### src/rtl/seg_display_ctrl_pkg.sv
// Shared definitions for the seven-segment display controller.
//   SEG_BLANK / SEG_DASH : special active-low gfedcba patterns
//   state_e              : conversion sequencer states
//   digit_to_seg()       : BCD digit -> active-low gfedcba pattern (codes > 9 go dark)
package seg_pkg;

  localparam logic [6:0] SEG_BLANK = 7'b1111111;
  localparam logic [6:0] SEG_DASH  = 7'b0111111;

  typedef enum logic [1:0] {
    LOAD   = 2'd0,
    SHIFT  = 2'd1,
    COMMIT = 2'd2
  } state_e;

  function automatic logic [6:0] digit_to_seg(input logic [3:0] d);
    logic [6:0] s;
    case (d)
      4'd0:    s = 7'b1000000;
      4'd1:    s = 7'b1111001;
      4'd2:    s = 7'b0100100;
      4'd3:    s = 7'b0110000;
      4'd4:    s = 7'b0011001;
      4'd5:    s = 7'b0010010;
      4'd6:    s = 7'b0000010;
      4'd7:    s = 7'b1111000;
      4'd8:    s = 7'b0000000;
      4'd9:    s = 7'b0010000;
      default: s = SEG_BLANK;
    endcase
    return s;
  endfunction

endpackage

### src/rtl/seg_display_ctrl_if.sv
// Display bus between the game logic and the seven-segment controller.
//   val      : N_CHAN packed binary values, channel c at [c*VAL_W +: VAL_W]
//   blank    : per-channel force-dark
//   blink_en : per-channel blink enable
//   seg      : active-low gfedcba, channel c digit d at [(c*DIGITS+d)*7 +: 7]
//   upd_done : one-cycle pulse when a channel's display register is committed
//   upd_chan : channel committed alongside upd_done
// Modports: master = value producer, slave = display controller.
interface seg_display_ctrl_if #(
  parameter int N_CHAN = 4,
  parameter int VAL_W  = 8,
  parameter int DIGITS = 2
);
  localparam int CH_W = (N_CHAN > 1) ? $clog2(N_CHAN) : 1;

  logic [N_CHAN*VAL_W-1:0]    val;
  logic [N_CHAN-1:0]          blank;
  logic [N_CHAN-1:0]          blink_en;
  logic [N_CHAN*DIGITS*7-1:0] seg;
  logic                       upd_done;
  logic [CH_W-1:0]            upd_chan;

  modport master (
    output val, blank, blink_en,
    input  seg, upd_done, upd_chan
  );

  modport slave (
    input  val, blank, blink_en,
    output seg, upd_done, upd_chan
  );

endinterface

### src/rtl/seg_display_ctrl_bin2bcd.sv
// Serial binary-to-BCD converter (shift-add-3 / double dabble).
//   clk, rst  : clock, asynchronous active-high reset
//   start_i   : load bin_i and clear the BCD register (one cycle)
//   bin_i     : binary value to convert
//   busy_o    : conversion steps remain
//   done_o    : high during the final step; bcd_o is valid the following cycle
//   bcd_o     : DIGITS packed BCD nibbles, units in [3:0]
// One conversion step per cycle, VAL_W steps total. Carries out of the top
// nibble are dropped, so values above 10^DIGITS-1 produce meaningless BCD;
// the caller is expected to detect that range itself.
module bin2bcd_serial #(
  parameter int VAL_W  = 8,
  parameter int DIGITS = 2
) (
  input  logic                  clk,
  input  logic                  rst,
  input  logic                  start_i,
  input  logic [VAL_W-1:0]      bin_i,
  output logic                  busy_o,
  output logic                  done_o,
  output logic [DIGITS*4-1:0]   bcd_o
);

  localparam int BCD_W = DIGITS * 4;
  localparam int CNT_W = $clog2(VAL_W + 1);

  logic [VAL_W-1:0] bin_q, bin_d;
  logic [BCD_W-1:0] bcd_q, bcd_d, adj;
  logic [CNT_W-1:0] cnt_q, cnt_d;

  assign busy_o = (cnt_q != '0);
  assign done_o = (cnt_q == CNT_W'(1));
  assign bcd_o  = bcd_q;

  always_comb begin
    adj = bcd_q;
    for (int d = 0; d < DIGITS; d++) begin
      if (bcd_q[d*4 +: 4] >= 4'd5) adj[d*4 +: 4] = bcd_q[d*4 +: 4] + 4'd3;
    end

    bin_d = bin_q;
    bcd_d = bcd_q;
    cnt_d = cnt_q;
    if (start_i) begin
      bin_d = bin_i;
      bcd_d = '0;
      cnt_d = CNT_W'(VAL_W);
    end else if (busy_o) begin
      bcd_d = {adj[BCD_W-2:0], bin_q[VAL_W-1]};
      bin_d = bin_q << 1;
      cnt_d = cnt_q - CNT_W'(1);
    end
  end

  always_ff @(posedge clk or posedge rst) begin
    if (rst) begin
      bin_q <= '0;
      bcd_q <= '0;
      cnt_q <= '0;
    end else begin
      bin_q <= bin_d;
      bcd_q <= bcd_d;
      cnt_q <= cnt_d;
    end
  end

endmodule

### src/rtl/seg_display_ctrl.sv
// Multi-channel seven-segment display controller.
//   clk, reset : clock, asynchronous active-high reset
//   bus        : seg_display_ctrl_if.slave (val/blank/blink_en in; seg/upd_done/upd_chan out)
// Channels are converted round-robin through one shared serial BCD engine
// (LOAD 1 cycle, SHIFT VAL_W cycles, COMMIT 1 cycle). Each commit writes a
// per-channel display register with overflow dashes and leading-zero
// blanking applied. seg is re-registered every cycle from the display
// registers, masked by blank and, when enabled, the blink phase.
// Build option: define SEG_BLINK_EN to include the blink counter; without it
// the blink phase is constant 0 and blink_en is ignored.
module seg_display_ctrl
  import seg_pkg::*;
#(
  parameter int N_CHAN    = 4,
  parameter int VAL_W     = 8,
  parameter int DIGITS    = 2,
  parameter int BLINK_DIV = 25000000
) (
  input  logic               clk,
  input  logic               reset,
  seg_display_ctrl_if.slave  bus
);

  localparam int          CH_W    = (N_CHAN > 1) ? $clog2(N_CHAN) : 1;
  localparam int          CHAN_W  = DIGITS * 7;
  localparam int          BCD_W   = DIGITS * 4;
  localparam logic [63:0] MAX_VAL = 64'(10 ** DIGITS - 1);

  state_e                 state_q, state_d;
  logic [CH_W-1:0]        ptr_q, ptr_d;
  logic                   ovf_q, ovf_d;
  logic [VAL_W-1:0]       chan_val;
  logic                   start, busy, done;
  logic [BCD_W-1:0]       bcd;
  logic [CHAN_W-1:0]      disp_q [N_CHAN];
  logic [CHAN_W-1:0]      code_d;
  logic [3:0]             nib;
  logic                   seen;
  logic                   upd_done_q, upd_done_d;
  logic [CH_W-1:0]        upd_chan_q;
  logic [N_CHAN*CHAN_W-1:0] seg_q, seg_d;
  logic [N_CHAN-1:0]      blink_mask;

  assign chan_val     = bus.val[int'(ptr_q) * VAL_W +: VAL_W];
  assign bus.seg      = seg_q;
  assign bus.upd_done = upd_done_q;
  assign bus.upd_chan = upd_chan_q;

  bin2bcd_serial #(
    .VAL_W  (VAL_W),
    .DIGITS (DIGITS)
  ) u_bin2bcd (
    .clk     (clk),
    .rst     (reset),
    .start_i (start),
    .bin_i   (chan_val),
    .busy_o  (busy),
    .done_o  (done),
    .bcd_o   (bcd)
  );

  // Sequencer: the overflow flag is captured from the same sample the engine loads.
  always_comb begin
    state_d    = state_q;
    ptr_d      = ptr_q;
    ovf_d      = ovf_q;
    start      = 1'b0;
    upd_done_d = 1'b0;
    case (state_q)
      LOAD: begin
        start   = 1'b1;
        ovf_d   = (64'(chan_val) > MAX_VAL);
        state_d = SHIFT;
      end
      SHIFT: begin
        // !busy is a defensive exit; done always arrives first in normal operation
        if (done || !busy) state_d = COMMIT;
      end
      COMMIT: begin
        upd_done_d = 1'b1;
        ptr_d      = (ptr_q == CH_W'(N_CHAN - 1)) ? '0 : ptr_q + CH_W'(1);
        state_d    = LOAD;
      end
      default: state_d = LOAD;
    endcase
  end

  // Walk digits from the top: a digit is lit once any nonzero digit at or
  // above it has been seen; the units digit is always lit.
  always_comb begin
    code_d = '0;
    nib    = '0;
    seen   = 1'b0;
    for (int d = DIGITS - 1; d >= 0; d--) begin
      nib = bcd[d*4 +: 4];
      if (nib != 4'd0) seen = 1'b1;
      if (ovf_q)                code_d[d*7 +: 7] = SEG_DASH;
      else if (seen || d == 0)  code_d[d*7 +: 7] = digit_to_seg(nib);
      else                      code_d[d*7 +: 7] = SEG_BLANK;
    end
  end

`ifdef SEG_BLINK_EN
  localparam int BW = (BLINK_DIV > 1) ? $clog2(BLINK_DIV) : 1;

  logic [BW-1:0] blink_cnt_q, blink_cnt_d;
  logic          phase_q, phase_d;

  always_comb begin
    blink_cnt_d = blink_cnt_q + BW'(1);
    phase_d     = phase_q;
    if (blink_cnt_q == BW'(BLINK_DIV - 1)) begin
      blink_cnt_d = '0;
      phase_d     = ~phase_q;
    end
  end

  always_ff @(posedge clk or posedge reset) begin
    if (reset) begin
      blink_cnt_q <= '0;
      phase_q     <= 1'b0;
    end else begin
      blink_cnt_q <= blink_cnt_d;
      phase_q     <= phase_d;
    end
  end

  assign blink_mask = bus.blink_en & {N_CHAN{phase_q}};
`else
  localparam int unused_blink_div = BLINK_DIV;
  logic unused_blink_en;

  assign unused_blink_en = ^bus.blink_en;
  assign blink_mask      = '0;
`endif

  always_comb begin
    seg_d = '0;
    for (int c = 0; c < N_CHAN; c++) begin
      seg_d[c*CHAN_W +: CHAN_W] = (bus.blank[c] || blink_mask[c]) ? {CHAN_W{1'b1}} : disp_q[c];
    end
  end

  always_ff @(posedge clk or posedge reset) begin
    if (reset) begin
      state_q    <= LOAD;
      ptr_q      <= '0;
      ovf_q      <= 1'b0;
      upd_done_q <= 1'b0;
      upd_chan_q <= '0;
      seg_q      <= '1;
      for (int c = 0; c < N_CHAN; c++) disp_q[c] <= {DIGITS{SEG_BLANK}};
    end else begin
      state_q    <= state_d;
      ptr_q      <= ptr_d;
      ovf_q      <= ovf_d;
      upd_done_q <= upd_done_d;
      seg_q      <= seg_d;
      if (state_q == COMMIT) begin
        disp_q[ptr_q] <= code_d;
        upd_chan_q    <= ptr_q;
      end
    end
  end

endmodule

### src/flat_wrapper.sv
// flat-port wrapper written by rule: the top's interface ports become plain ports
module seg_display_ctrl_flat import seg_pkg::*;
#(
  parameter int N_CHAN    = 4,
  parameter int VAL_W     = 8,
  parameter int DIGITS    = 2,
  parameter int BLINK_DIV = 25000000
)
  (clk, reset, bus_val, bus_blank, bus_blink_en, bus_seg, bus_upd_done, bus_upd_chan);
  seg_display_ctrl_if #(.N_CHAN(N_CHAN), .VAL_W(VAL_W), .DIGITS(DIGITS)) bus_i ();
  input  logic clk;
  input  logic reset;
  input wire logic [$bits(bus_i.val)-1:0] bus_val;
  input wire logic [$bits(bus_i.blank)-1:0] bus_blank;
  input wire logic [$bits(bus_i.blink_en)-1:0] bus_blink_en;
  output wire logic [$bits(bus_i.seg)-1:0] bus_seg;
  output wire logic [$bits(bus_i.upd_done)-1:0] bus_upd_done;
  output wire logic [$bits(bus_i.upd_chan)-1:0] bus_upd_chan;
  assign bus_i.val = bus_val;
  assign bus_i.blank = bus_blank;
  assign bus_i.blink_en = bus_blink_en;
  assign bus_seg = bus_i.seg;
  assign bus_upd_done = bus_i.upd_done;
  assign bus_upd_chan = bus_i.upd_chan;
  seg_display_ctrl #(.N_CHAN(N_CHAN), .VAL_W(VAL_W), .DIGITS(DIGITS), .BLINK_DIV(BLINK_DIV)) u_core (.clk(clk), .reset(reset), .bus(bus_i));
endmodule
### config.mk
export PLATFORM = sky130hd
export DESIGN_NAME = seg_display_ctrl_flat
export DESIGN_NICKNAME = d
export VERILOG_FILES = /design/src/rtl/seg_display_ctrl_pkg.sv /design/src/rtl/seg_display_ctrl_if.sv /design/src/rtl/seg_display_ctrl_bin2bcd.sv /design/src/rtl/seg_display_ctrl.sv /design/src/flat_wrapper.sv
export SDC_FILE = /design/constraint.sdc
export NUM_CORES = 1
export LEC_CHECK = 0
export ABC_AREA = 1
export CORE_MARGIN = 2
export CORE_UTILIZATION = 40
export CTS_CLUSTER_DIAMETER = 40
export DETAILED_ROUTE_END_ITERATION = 10
export PLACE_DENSITY = 0.63
export SYNTH_ARGS = -nofsm -noshare
export SYNTH_HDL_FRONTEND = slang
export SYNTH_SLANG_ARGS = --single-unit
### constraint.sdc
create_clock -name clk -period 7.25 [get_ports clk]
set_input_delay 1.45 -clock clk [delete_from_list [all_inputs] [get_ports clk]]
set_output_delay 1.45 -clock clk [all_outputs]
set_load 0.02 [all_outputs]
# Word-level counts from Yosys, hierarchy flattened
# Memories as Yosys holds them, arrays and structs flattened.
# Cells that the tools add are included.
# W data, S select, Z words.
# word_totals
memories,2
romBits,224
out_inout_bits,59
word_cells,62
ff_bits,140
# op_classes
add_sub_neg,4
reduce_logical,7
eq_ne,5
n_bitwise,1
n_shift,1
order_cmp,5
muxes,24
# mem_list
memory,depth,word_bits,rd,rd_ports_with_merged_regs,write_ports,line,rtl
(name not given),16,7,1,0,0,seg_display_ctrl_pkg.sv:18,case (d)
(name not given),16,7,1,0,0,seg_display_ctrl_pkg.sv:18,
# op_table
cell,n
$mux W14,5
$bwmux W56,1
$mux W8,4
$shiftx A32 B6 Y8,1
$demux W14 S2,1
$mux W7,3
$mux W4,3
$ge A4 B3 Y1 const B,2
$gt A8 B7 Y1 const B,1
$reduce_bool A4 Y1,2
$add A4 B2 Y4 const B,1
$eq A2 B2 Y1 const B,2
$eq A4 B1 Y1 const B,1
$mux W2,2
$pmux W2 S2,1
$sub A4 B1 Y4 const B,1
$add A3 B2 Y3 const B,1
$ge A3 B3 Y1 const B,1
$lt A3 B1 Y1 const B,1
$mux W1,3
$mux W3,1
$not A2 Y3,1
$add A2 B1 Y2 const B,1
$eq A2 B1 Y1 const B,1
6 further kinds,6

# Depth between registers and ports, before layout
# Gate-level depths: netlist of the first run.
# depth
depth_word,6
ltp_mapped,9

# By module
# A second synthesis of the first run with hierarchy kept.
# hier_totals
hier_cells,658
area_unflattened_um2,6279.8
# by_module_without_submodules
mod,cells_per_inst,instances,area_each_um2,seq_area_each_um2
seg_display_ctrl,520,1,5147.4,3143.0
bin2bcd_serial,138,1,1132.3,500.5

# Least setup slack after synthesis of the first run
# OpenSTA, ideal clock, no wires.
# synth_path
path_type,register -> output
start,"reg u_core.seg_q[0], in the netlist u_core.bus.seg[0]"
end,out bus_seg[0]
arrival_time_ns,0.554
path_buffers,0
path_stages_with_launch,1
slack_ns,5.246
t_required_ns,5.800
cell_sequence,dfstp_2
# synth_lines
item,line,rtl
from (decl),seg_display_ctrl.sv:41,"logic [N_CHAN*CHAN_W-1:0] seg_q, seg_d;"
from (signal assigned),seg_display_ctrl.sv:158,seg_q <= seg_d;
to (decl),flat_wrapper.sv:16,output wire logic [$bits(bus_i.seg)-1:0] bus_seg;
# No word-level cell between the ends.

# Worst setup path after layout of the first run
# layout_path
start,"reg u_core.seg_q[54], in the netlist u_core.bus.seg[54]"
end,out bus_seg[54]
# No word-level cell between the ends.

==> run_summary.xml, run 1 <==
<?xml version="1.0" encoding="UTF-8"?>
<metrics>
  <group name="placement">
    <metric name="io_buffer_count" unit="">96</metric>
    <metric name="dp_worst_setup_slack" unit="ps">3858</metric>
    <metric name="hpwl" unit="mm">8.274</metric>
    <metric name="place.detailed.instances" unit="">887</metric>
    <metric name="gpl.final_weighted_congestion" unit="">0.8415</metric>
  </group>
  <group name="critical_path">
    <metric name="crit_family" unit="">buffers and inverters</metric>
    <metric name="worstPathMaxFanout" unit="">1</metric>
    <metric name="ff2ff_setup_slack" unit="ps">5050</metric>
    <metric name="worst-r2r-cell-count" unit="">5</metric>
    <metric name="critPathKind" unit="">flop to output pin</metric>
    <metric name="critical_path_depth" unit="">1</metric>
    <metric name="max_stage_delay" unit="ps">600</metric>
    <metric name="crit_slowest_cell" unit="">sky130_fd_sc_hd__clkdlybuf4s50_1</metric>
    <metric name="critical_path_buf_inv_count" unit="">1</metric>
    <metric name="worstPathRequired" unit="ps">5800</metric>
    <metric name="startpoint_type" unit="">flop</metric>
    <metric name="setup.worst_path.end_class" unit="">output pin</metric>
    <metric name="crit_chain" unit="">clkdlybuf4s50_1</metric>
    <metric name="worstPathArrival" unit="ps">1550</metric>
  </group>
  <group name="sta">
    <metric name="clock_skew" unit="ps">10.19</metric>
    <metric name="post-route-period-util" unit="%">41.32</metric>
    <metric name="slew-limit-headroom" unit="%">31.84</metric>
    <metric name="worst_margin_slew" unit="ps">1022</metric>
    <metric name="period_needed" unit="ps">2995</metric>
    <metric name="rsz0062_at_grt" unit="">false</metric>
    <metric name="setup-tns-final" unit="ps">0</metric>
    <metric name="max_freq" unit="GHz">0.3338</metric>
    <metric name="fin_ws" unit="ps">4255</metric>
    <metric name="hold_violations" unit="">0</metric>
    <metric name="final_number_of_setup_violating_endpoints" unit="">0</metric>
    <metric name="total_count_of_max_transition_violations_in_the_final_report" unit="">0</metric>
  </group>
  <group name="cts">
    <metric name="cts_buffer_depth" unit="">2</metric>
    <metric name="cts_hold_buf" unit="">0</metric>
    <metric name="cts-htree-levels" unit="">4</metric>
    <metric name="tritoncts_num_sinks" unit="">140</metric>
    <metric name="clock_tree_from_tritoncts" unit="">yes</metric>
    <metric name="clockRootBuffer" unit="">sky130_fd_sc_hd__clkbuf_16</metric>
    <metric name="worstSkewPairLatency" unit="ps">410</metric>
    <metric name="clk_pin_slew_worst_paths" unit="ps">60</metric>
    <metric name="number_of_clock_buffers_inserted_by_tritoncts" unit="">17</metric>
    <metric name="cts_resized" unit="">0</metric>
    <metric name="cts_setup_buffers" unit="">0</metric>
  </group>
  <group name="global_routing">
    <metric name="antenna_violations_before_repair" unit="">0</metric>
    <metric name="first_global_vias" unit="">4263</metric>
    <metric name="grt_use_total" unit="%">15.41</metric>
    <metric name="congestion_overflow_gr" unit="">0</metric>
    <metric name="wire_length_of_the_first_global_routing_pass" unit="mm">19.93</metric>
    <metric name="grt_start_max_net_pins" unit="">90</metric>
  </group>
  <group name="detailed_routing">
    <metric name="route.vias.total" unit="">4269</metric>
    <metric name="firstDrtPassIters" unit="">4</metric>
    <metric name="post_drt_wl_per_cell" unit="um">12.53</metric>
    <metric name="route.met3.wl" unit="um">540</metric>
    <metric name="wirelength" unit="mm">11.50</metric>
    <metric name="drt-met1-wl" unit="mm">5.219</metric>
    <metric name="route.top_layer_used" unit="">met4</metric>
    <metric name="routed_via_density" unit="">4.650</metric>
    <metric name="remaining_drc_errors" unit="">0</metric>
    <metric name="route.antenna.remaining_nets" unit="">0</metric>
    <metric name="routed-wl-met2" unit="mm">5.608</metric>
    <metric name="drt_iter0_markers" unit="">191</metric>
  </group>
  <group name="power_and_ir_drop">
    <metric name="switching_share" unit="%">29.45</metric>
    <metric name="total_switching_power" unit="mW">0.8025</metric>
    <metric name="intPower" unit="mW">1.922</metric>
    <metric name="comb_power_share" unit="%">24.8</metric>
    <metric name="clock_power_share" unit="%">31.2</metric>
    <metric name="max-vdd-ir-drop" unit="V">0.0002164</metric>
    <metric name="power.sequential.fraction" unit="%">44.1</metric>
    <metric name="power.leakage" unit="nW">3.487</metric>
    <metric name="power.density" unit="nW/um^2">356.3</metric>
  </group>
  <group name="yosys">
    <metric name="syn-num-nets" unit="">681</metric>
    <metric name="ys.flop_type" unit="">sky130_fd_sc_hd__dfstp_2</metric>
    <metric name="ys_async_sr_fraction" unit="%">100.0</metric>
    <metric name="number_of_flops_mapped_to_enable_cells_by_yosys" unit="">0</metric>
    <metric name="synth_cell_types" unit="">30</metric>
    <metric name="post_synth.cell_area_avg" unit="um^2">9.599</metric>
    <metric name="cell_count_after_synthesis" unit="">621</metric>
    <metric name="synth_sequential_area_ratio" unit="%">61.13</metric>
    <metric name="mappedNetlistArea" unit="um^2">5961</metric>
    <metric name="postSynthRegisterBits" unit="">140</metric>
    <metric name="yosysWarnings" unit="">0</metric>
  </group>
  <group name="worst_hold_path">
    <metric name="hold-path-cell-count" unit="">2</metric>
    <metric name="hold_path_class" unit="">flop to flop</metric>
  </group>
  <group name="finish">
    <metric name="syn2layout_area_growth" unit="%">28.27</metric>
    <metric name="filler_cell_count" unit="">1326</metric>
    <metric name="layout.core_utilization" unit="%">52.61</metric>
    <metric name="fin_cells" unit="">918</metric>
    <metric name="final_cell_mix" unit="">sky130_fd_sc_hd__nand2_1, sky130_fd_sc_hd__dfstp_2, sky130_fd_sc_hd__clkdlybuf4s50_1</metric>
    <metric name="nets" unit="">782</metric>
    <metric name="layout_commonest_cell" unit="">sky130_fd_sc_hd__nand2_1</metric>
    <metric name="post_route_cells_drive_above_1_share" unit="%">24.25</metric>
    <metric name="antennaDiodeCount" unit="">0</metric>
  </group>
  <group name="floorplan">
    <metric name="die_area" unit="um^2">15890</metric>
    <metric name="floorplan.initialDensity" unit="%">41.01</metric>
    <metric name="floorplan.rows" unit="">44</metric>
    <metric name="x_dimension_of_the_die" unit="um">126.1</metric>
    <metric name="io-pin-count" unit="">101</metric>
    <metric name="core" unit="um^2">14530</metric>
    <metric name="die_height" unit="um">126.1</metric>
  </group>
  <group name="status">
    <metric name="status" unit="">complete, no violations</metric>
  </group>
  <group name="flow_run">
    <metric name="max_cap_violations" unit="">0</metric>
  </group>
</metrics>
synthesized netlist by cell type, types with 6 or more instances:
| cell | instances | area [um^2] |
|---|---|---|
| sky130_fd_sc_hd__buf_2 | 7 | 35.03 |
| sky130_fd_sc_hd__or2_2 | 20 | 125.1 |
| sky130_fd_sc_hd__nand2_1 | 192 | 720.7 |
| sky130_fd_sc_hd__a21oi_1 | 8 | 40.04 |
| sky130_fd_sc_hd__o21ai_0 | 61 | 305.3 |
| sky130_fd_sc_hd__dfstp_2 | 112 | 2943 |
| sky130_fd_sc_hd__inv_1 | 73 | 274.0 |
| sky130_fd_sc_hd__o21ai_1 | 8 | 40.04 |
| sky130_fd_sc_hd__nand3_1 | 24 | 120.1 |
| sky130_fd_sc_hd__nor2_1 | 18 | 67.56 |
| sky130_fd_sc_hd__inv_2 | 6 | 22.52 |
| sky130_fd_sc_hd__dfrtp_1 | 28 | 700.7 |
| sky130_fd_sc_hd__o22ai_1 | 8 | 50.05 |
| sky130_fd_sc_hd__ha_1 | 18 | 225.2 |
path summary, 6_finish.rpt:
path | startpoint | to
hold / removal | u_core.disp_q[4] | u_core.bus.seg[46]
setup / recovery | u_core.bus.seg[54] | bus_seg[54]
hold reg to reg | u_core.disp_q[4] | u_core.bus.seg[46]
min in group asynchronous | reset | u_core.u_bin2bcd.bcd_o[1]
setup reg to reg | u_core.ptr_q[0] | u_core.disp_q[17]
max in group asynchronous | reset | u_core.u_bin2bcd.bcd_o[4]
layout make-up:
class / instances / area (um^2) / share of cell area, %
inverter: 84 / 317.8 / 4.156
tap: 184 / 230.2 / 3.011
timing repair buffer: 97 / 968.4 / 12.67
multi-input combinational: 382 / 1907 / 24.94
clock buffer: 19 / 432.9 / 5.662
clock inverter: 12 / 146.4 / 1.915
sequential: 140 / 3643 / 47.65
power by group through the flow:
| stage | Sequential, mW | Clock [mW] | Combinational [mW] |
|---|---|---|---|
| 2_1_floorplan | 1.28 | 0 | 0.348 |
| 3_3_place_gp | 1.21 | 0 | 0.663 |
| 3_5_place_dp | 1.21 | 0 | 0.677 |
| 4_1_cts | 1.20 | 0.870 | 0.683 |
| 5_1_grt | 1.22 | 0.906 | 0.764 |
| 6_report | 1.20 | 0.850 | 0.674 |
logic make-up after synthesis:
family | after synthesis | synth area share (%)
mux | 1 | 0.1889
compound gates | 96 | 8.921
buf+inv | 99 | 6.885
flops | 140 | 61.13
fa+ha+maj | 18 | 3.778
simple gates | 264 | 18.66
xor+xnor | 3 | 0.4409
state kept, by name, summed over array words and instances (netlist names):
name / flops
u_core.u_bin2bcd.cnt_q: 4
u_core.bus.upd_done: 1
u_core.state_q: 2
u_core.bus.upd_chan: 2
u_core.disp_q: 56
u_core.u_bin2bcd.bin_q: 8
u_core.ptr_q: 2
u_core.u_bin2bcd.bcd_o: 8
u_core.bus.seg: 56
u_core.ovf_q: 1
through the flow:
| step | power (mW) | instance area (um^2) | hold slack [ps] |
|---|---|---|---|
| floorplan | 1.628 | 5961 | 431.2 |
| global placement | 1.869 | 7067 | 445.6 |
| detailed placement | 1.889 | 7067 | 449.1 |
| CTS | 2.754 | 7646 | 456.4 |
| global route | 2.894 | 7646 | 477.3 |
| finish | 2.724 | 7646 | 461.1 |
per-layer routing:
| layer | vias to the layer above | GRT usage [%] |
|---|---|---|
| met2 | 100 | 26.12 |
| met1 | 2004 | 19.44 |
| li1 | 2150 | - |
| met3 | 15 | 4.376 |
| met5 | - | 0 |
| met4 | 0 | 4.137 |
No activity file was read; power rests on OpenSTA's default activity.
==> inputs of run 2 (changes only) <==
Clock period 7.25 ns to 3.11 ns, I/O delays scaled along.
==> run 2 against run 1 <==
  * Global-route usage grew 0.58 points
  * Core utilization grew 0.59 points
  * Non-clock buffer count grew 1
  * Clock-buffer cell count is the same
  * Setup slack lost 3300 ps
  * Flip-flop and latch count is the same
  * Sequential share of layout area shrank 0.53 points
  * Critical path type unchanged
  * Register-to-register slack lost 4000 ps
  * Sequential power grew 130%
==> run_summary.xml, run 2 (synthesized netlist as in run 1, its figures left out) <==
<?xml version="1.0" encoding="UTF-8"?>
<metrics>
  <group name="power_and_ir_drop">
    <metric name="p_total" unit="mW">6.577</metric>
    <metric name="power.density" unit="nW/um^2">850.6</metric>
    <metric name="max-vdd-ir-drop" unit="V">0.0004390</metric>
    <metric name="power.leakage" unit="nW">3.526</metric>
  </group>
  <group name="placement">
    <metric name="io_buffer_count" unit="">96</metric>
    <metric name="gpl.final_weighted_congestion" unit="">0.8901</metric>
    <metric name="dp_worst_setup_slack" unit="ps">1151</metric>
    <metric name="hpwl" unit="mm">8.303</metric>
  </group>
  <group name="finish">
    <metric name="antennaDiodeCount" unit="">0</metric>
    <metric name="filler_cell_count" unit="">1287</metric>
    <metric name="syn2layout_area_growth" unit="%">29.72</metric>
    <metric name="layout_commonest_cell" unit="">sky130_fd_sc_hd__nand2_1</metric>
    <metric name="post_route_cells_drive_above_1_share" unit="%">24.46</metric>
    <metric name="nets" unit="">783</metric>
    <metric name="final_cell_mix" unit="">sky130_fd_sc_hd__nand2_1, sky130_fd_sc_hd__dfstp_2, sky130_fd_sc_hd__clkdlybuf4s50_1</metric>
    <metric name="layout.core_utilization" unit="%">53.20</metric>
  </group>
  <group name="global_routing">
    <metric name="wire_length_of_the_first_global_routing_pass" unit="mm">20.68</metric>
    <metric name="grt_use_total" unit="%">16.00</metric>
    <metric name="grt_start_max_net_pins" unit="">141</metric>
    <metric name="antenna_violations_before_repair" unit="">0</metric>
    <metric name="congestion_overflow_gr" unit="">0</metric>
    <metric name="first_global_vias" unit="">4348</metric>
  </group>
  <group name="floorplan">
    <metric name="floorplan.initialDensity" unit="%">41.01</metric>
    <metric name="x_dimension_of_the_die" unit="um">126.1</metric>
    <metric name="floorplan.rows" unit="">44</metric>
    <metric name="die_area" unit="um^2">15890</metric>
    <metric name="die_height" unit="um">126.1</metric>
    <metric name="core" unit="um^2">14530</metric>
    <metric name="io-pin-count" unit="">101</metric>
  </group>
  <group name="critical_path">
    <metric name="regToRegStartpoint" unit="">u_core.ptr_q[0]</metric>
    <metric name="critPathKind" unit="">flop to output pin</metric>
    <metric name="worstPathMaxFanout" unit="">1</metric>
    <metric name="worst-r2r-cell-count" unit="">7</metric>
    <metric name="ff2ff_setup_slack" unit="ps">1080</metric>
    <metric name="critical_path_buf_inv_count" unit="">1</metric>
    <metric name="critical_path.reg2reg.endpoint" unit="">u_core.disp_q[14]</metric>
    <metric name="crit_slowest_cell" unit="">sky130_fd_sc_hd__clkdlybuf4s50_1</metric>
    <metric name="worstPathArrival" unit="ps">1540</metric>
    <metric name="setup.worst_path.end_class" unit="">output pin</metric>
    <metric name="crit_chain" unit="">clkdlybuf4s50_1</metric>
    <metric name="max_stage_delay" unit="ps">600</metric>
    <metric name="worstPathRequired" unit="ps">2490</metric>
    <metric name="startpoint_type" unit="">flop</metric>
    <metric name="crit_family" unit="">buffers and inverters</metric>
  </group>
  <group name="status">
    <metric name="status" unit="">complete, no violations</metric>
  </group>
  <group name="sta">
    <metric name="max_freq" unit="GHz">0.4628</metric>
    <metric name="setup-tns-final" unit="ps">0</metric>
    <metric name="slew-limit-headroom" unit="%">49.94</metric>
    <metric name="clock_skew" unit="ps">12.14</metric>
    <metric name="worst_margin_slew" unit="ps">743.1</metric>
    <metric name="fin_ws" unit="ps">949.5</metric>
    <metric name="total_count_of_max_transition_violations_in_the_final_report" unit="">0</metric>
    <metric name="rsz0062_at_grt" unit="">false</metric>
    <metric name="hold_violations" unit="">0</metric>
    <metric name="post-route-period-util" unit="%">69.47</metric>
    <metric name="period_needed" unit="ps">2161</metric>
    <metric name="final_number_of_setup_violating_endpoints" unit="">0</metric>
  </group>
  <group name="cts">
    <metric name="number_of_clock_buffers_inserted_by_tritoncts" unit="">17</metric>
    <metric name="cts_setup_buffers" unit="">0</metric>
    <metric name="cts_buffer_depth" unit="">2</metric>
    <metric name="cts_hold_buf" unit="">0</metric>
    <metric name="tritoncts_num_sinks" unit="">140</metric>
    <metric name="clock_tree_from_tritoncts" unit="">yes</metric>
    <metric name="worstSkewPairLatency" unit="ps">410</metric>
    <metric name="clk_pin_slew_worst_paths" unit="ps">60</metric>
    <metric name="cts-htree-levels" unit="">4</metric>
    <metric name="cts_resized" unit="">0</metric>
    <metric name="clockRootBuffer" unit="">sky130_fd_sc_hd__clkbuf_16</metric>
  </group>
  <group name="detailed_routing">
    <metric name="drt_iter0_markers" unit="">235</metric>
    <metric name="route.antenna.remaining_nets" unit="">0</metric>
    <metric name="post_drt_wl_per_cell" unit="um">12.89</metric>
    <metric name="firstDrtPassIters" unit="">4</metric>
    <metric name="route.vias.total" unit="">4301</metric>
    <metric name="remaining_drc_errors" unit="">0</metric>
    <metric name="wirelength" unit="mm">11.86</metric>
    <metric name="routed_via_density" unit="">4.675</metric>
  </group>
  <group name="worst_hold_path">
    <metric name="hold-path-cell-count" unit="">2</metric>
    <metric name="hold_path_class" unit="">flop to flop</metric>
    <metric name="worst_hold_startpoint" unit="">u_core.disp_q[5]</metric>
    <metric name="timing.hold.worst_endpoint" unit="">u_core.bus.seg[47]</metric>
  </group>
  <group name="flow_run">
    <metric name="max_cap_violations" unit="">0</metric>
  </group>
</metrics>
run 2: changes by cell type in the layout (fill, tap and decap cells not counted), sizes merged:
cell / previous run / this run
bufinv: 3 / 5
inv: 81 / 82
clkinv: 10 / 9
clkinvlp: 2 / 1
buf: 1 / 2
run 2: worst max path at each step:
stage,endpoint,slack [ps],start,cells after the start
after global routing,u_core.disp_q[14],840,u_core.ptr_q[0],7
final,bus_seg[54],950,u_core.bus.seg[54],1
after global placement,u_core.disp_q[18],1250,u_core.ptr_q[0],7
after CTS,bus_seg[54],930,u_core.bus.seg[54],1
after floorplan,u_core.bus.upd_chan[0],830,reset,1
after detailed placement,u_core.disp_q[14],1150,u_core.ptr_q[0],7
run 2: metal layers:
metal  routed length [um]  vias up  track usage, %
li1                     -     2155               -
met1                 5209     2030           20.33
met2                 5929      102           26.69
met3                  585       14           4.376
met4                  139        0           5.042
met5                    0        -               0
run 2: worst register-to-register path: stages, from the launching register on:
cell and delay, ps:
sky130_fd_sc_hd__dfrtp_1 360, sky130_fd_sc_hd__buf_4 210, sky130_fd_sc_hd__inv_1 390, sky130_fd_sc_hd__ha_1 220, sky130_fd_sc_hd__nand2_1 190, sky130_fd_sc_hd__inv_2 310, sky130_fd_sc_hd__nand2_1 90, sky130_fd_sc_hd__o21ai_0 140
run 2: metrics by stage:
step,area (um^2),instances,hold slack [ps]
after CTS,7732,920,461.4
after detailed placement,7088,888,451.6
after global routing,7732,920,480.9
after global placement,7088,888,445.5
final,7732,920,460.0
after floorplan,5964,621,431.2
run 2: area by class of cell:
class                   count  area (um^2)  area share [%]
well taps                 184        230.2           2.977
clock inverters            13        211.5           2.735
inverters                  84        319.1           4.126
clock buffers              19        432.9           5.599
repair buffers             98        988.4           12.78
flip-flops and latches    140         3643           47.12
multi-input cells         382         1907           24.66
run 2: report_power, final:
part | leakage, nW | switching (mW) | internal (mW)
Clock | 0.317 | 0.759 | 1.43
Combinational | 1.67 | 0.942 | 0.647
Sequential | 1.54 | 0.212 | 2.59
==> inputs of run 3 (changes only) <==
Settings changed: PLACE_DENSITY 0.63 to 0.65.
Clock period 3.11 ns to 1.8 ns, I/O delays scaled along.
==> run 3 against run 2 <==
  * Setup slack lost 860 ps
  * Core utilization decreased by 0.23 points
  * Global-route usage fell by 0.16 points
  * Final area down 0.44%
  * Register-to-register slack worse by 910 ps
  * Non-clock buffer count grew 9
  * Die area unchanged
  * Worst hold slack got worse by 34 ps
  * Total power increased by 67%
  * Routed wire length fell by 1.4%
  * Via count is 0.67% higher
  * Highest routed layer unchanged
==> run_summary.xml, run 3 (synthesized netlist as in run 1, its figures left out) <==
<?xml version="1.0" encoding="UTF-8"?>
<metrics>
  <group name="floorplan">
    <metric name="die_height" unit="um">126.1</metric>
    <metric name="die_area" unit="um^2">15890</metric>
    <metric name="x_dimension_of_the_die" unit="um">126.1</metric>
    <metric name="floorplan.rows" unit="">44</metric>
    <metric name="core" unit="um^2">14530</metric>
    <metric name="floorplan.initialDensity" unit="%">41.01</metric>
    <metric name="io-pin-count" unit="">101</metric>
  </group>
  <group name="cts">
    <metric name="worstSkewPairLatency" unit="ps">420</metric>
    <metric name="clk_pin_slew_worst_paths" unit="ps">60</metric>
    <metric name="number_of_clock_buffers_inserted_by_tritoncts" unit="">17</metric>
    <metric name="tritoncts_num_sinks" unit="">140</metric>
    <metric name="cts-htree-levels" unit="">4</metric>
    <metric name="clockRootBuffer" unit="">sky130_fd_sc_hd__clkbuf_16</metric>
    <metric name="clock_tree_from_tritoncts" unit="">yes</metric>
    <metric name="cts_buffer_depth" unit="">2</metric>
  </group>
  <group name="sta">
    <metric name="period_needed" unit="ps">1714</metric>
    <metric name="total_count_of_max_transition_violations_in_the_final_report" unit="">0</metric>
    <metric name="fin_ws" unit="ps">85.74</metric>
    <metric name="worst_margin_slew" unit="ps">530.4</metric>
    <metric name="final_number_of_setup_violating_endpoints" unit="">0</metric>
    <metric name="max_freq" unit="GHz">0.5833</metric>
    <metric name="post-route-period-util" unit="%">95.24</metric>
    <metric name="fin_hold_ws" unit="ps">426.1</metric>
    <metric name="slew-limit-headroom" unit="%">64.60</metric>
    <metric name="setup-tns-final" unit="ps">0</metric>
    <metric name="clock_skew" unit="ps">9.328</metric>
    <metric name="hold_violations" unit="">0</metric>
    <metric name="rsz0062_at_grt" unit="">false</metric>
  </group>
  <group name="finish">
    <metric name="filler_cell_count" unit="">1328</metric>
    <metric name="regArea" unit="um^2">3645</metric>
    <metric name="antennaDiodeCount" unit="">0</metric>
    <metric name="stdcell_area" unit="um^2">7699</metric>
    <metric name="post_route_cells_drive_above_1_share" unit="%">25.37</metric>
    <metric name="nets" unit="">792</metric>
    <metric name="syn2layout_area_growth" unit="%">29.16</metric>
    <metric name="layout_commonest_cell" unit="">sky130_fd_sc_hd__nand2_1</metric>
    <metric name="multiInputGateArea" unit="um^2">1907</metric>
    <metric name="final_cell_mix" unit="">sky130_fd_sc_hd__nand2_1, sky130_fd_sc_hd__dfstp_2, sky130_fd_sc_hd__inv_1</metric>
  </group>
  <group name="global_routing">
    <metric name="antenna_violations_before_repair" unit="">0</metric>
    <metric name="wire_length_of_the_first_global_routing_pass" unit="mm">20.20</metric>
    <metric name="first_global_vias" unit="">4361</metric>
    <metric name="grt_use_total" unit="%">15.84</metric>
    <metric name="grt_start_max_net_pins" unit="">83</metric>
    <metric name="congestion_overflow_gr" unit="">0</metric>
  </group>
  <group name="critical_path">
    <metric name="worstPathArrival" unit="ps">1350</metric>
    <metric name="critPathKind" unit="">flop to output pin</metric>
    <metric name="setup.worst_path.end_class" unit="">output pin</metric>
    <metric name="worstPathMaxFanout" unit="">2</metric>
    <metric name="worstPathRequired" unit="ps">1440</metric>
    <metric name="crit_chain" unit="">clkdlybuf4s50_1</metric>
    <metric name="crit_family" unit="">buffers and inverters</metric>
    <metric name="max_stage_delay" unit="ps">600</metric>
    <metric name="startpoint_type" unit="">flop</metric>
    <metric name="crit_slowest_cell" unit="">sky130_fd_sc_hd__clkdlybuf4s50_1</metric>
    <metric name="critical_path_buf_inv_count" unit="">1</metric>
  </group>
  <group name="detailed_routing">
    <metric name="post_drt_wl_per_cell" unit="um">12.60</metric>
    <metric name="wirelength" unit="mm">11.70</metric>
    <metric name="drt_iter0_markers" unit="">218</metric>
    <metric name="remaining_drc_errors" unit="">0</metric>
    <metric name="route.antenna.remaining_nets" unit="">0</metric>
    <metric name="route.vias.total" unit="">4330</metric>
    <metric name="routed_via_density" unit="">4.661</metric>
    <metric name="firstDrtPassIters" unit="">4</metric>
  </group>
  <group name="power_and_ir_drop">
    <metric name="power.leakage" unit="nW">3.482</metric>
    <metric name="max-vdd-ir-drop" unit="V">0.0007202</metric>
    <metric name="p_total" unit="mW">10.95</metric>
    <metric name="power.density" unit="nW/um^2">1423</metric>
  </group>
  <group name="flow_run">
    <metric name="max_cap_violations" unit="">0</metric>
  </group>
  <group name="placement">
    <metric name="io_buffer_count" unit="">96</metric>
    <metric name="hpwl" unit="mm">8.581</metric>
    <metric name="dp_worst_setup_slack" unit="ps">181.1</metric>
    <metric name="gpl.final_weighted_congestion" unit="">0.8566</metric>
    <metric name="postPlaceCellArea" unit="um^2">7156</metric>
  </group>
  <group name="status">
    <metric name="status" unit="">complete, no violations</metric>
  </group>
  <group name="worst_hold_path">
    <metric name="hold_path_class" unit="">primary input to asynchronous set/reset pin</metric>
  </group>
</metrics>
-- run 3: cell count changes in the layout (fill, tap and decap cells not counted), sizes merged --
| cell | previous run | this run |
|---|---|---|
| clkdlybuf4s50 | 96 | 40 |
| dlygate4sd2 | 0 | 56 |
| clkinv | 9 | 10 |
| buf | 2 | 11 |
| bufinv | 5 | 3 |
| clkbuf | 19 | 22 |
| clkinvlp | 1 | 2 |
| inv | 82 | 79 |
-- run 3: where the power goes --
group,total [mW],switching [mW],internal [mW]
Sequential,4.83,0.359,4.47
Combinational,2.58,1.63,0.950
Clock,3.54,1.25,2.29
Total,11.0,3.24,7.71
-- run 3: cell type report --
cell class / count / area share [%]
flip-flops and latches: 140 / 47.34
inverters: 84 / 4.144
well taps: 184 / 2.990
clock inverters: 10 / 1.771
clock buffers: 22 / 6.176
multi-input cells: 382 / 24.77
repair buffers: 107 / 12.81
-- run 3: layer usage --
| metal | GRT usage (%) | vias to the layer above | wire length (um) |
|---|---|---|---|
| li1 | - | 2168 | - |
| met1 | 19.54 | 2022 | 5124 |
| met2 | 25.81 | 113 | 5667 |
| met3 | 5.268 | 27 | 686 |
| met4 | 6.206 | 0 | 223 |
| met5 | 0 | - | 0 |
-- run 3: worst paths after layout --
check / endpoint / slack (ps) / depth (start not counted) / start
hold reg to reg: u_core.bus.seg[16] / 460 / 2 / u_core.disp_q[30]
min in group clk: u_core.bus.seg[16] / 460 / 2 / u_core.disp_q[30]
setup reg to reg: u_core.disp_q[4] / 170 / 9 / u_core.u_bin2bcd.bcd_o[1]
max in group asynchronous: u_core.disp_q[42] / 960 / 3 / reset
setup / recovery: bus_upd_chan[1] / 90 / 1 / u_core.bus.upd_chan[1]
hold / removal: u_core.u_bin2bcd.bin_q[6] / 430 / 3 / reset
-- run 3: worst min-delay path: cells and delay by family --
kind / cells / cell delay (ps)
buf+inv: 3 / 870
-- run 3: what timing repair did --
item | 4_1_cts | 5_1_grt
gates resized for setup | 56 | 1
setup endpoints to repair | 56 | 1
buffers inserted | 0 | 0
hold buffers | 0 | 0
-- run 3: per-stage QoR --
stage                     util, %  cells
after floorplan                 -    621
after global routing        52.97    929
after detailed placement    49.23    897
after CTS                   52.96    929
final                       52.97    929
after global placement      49.23    897
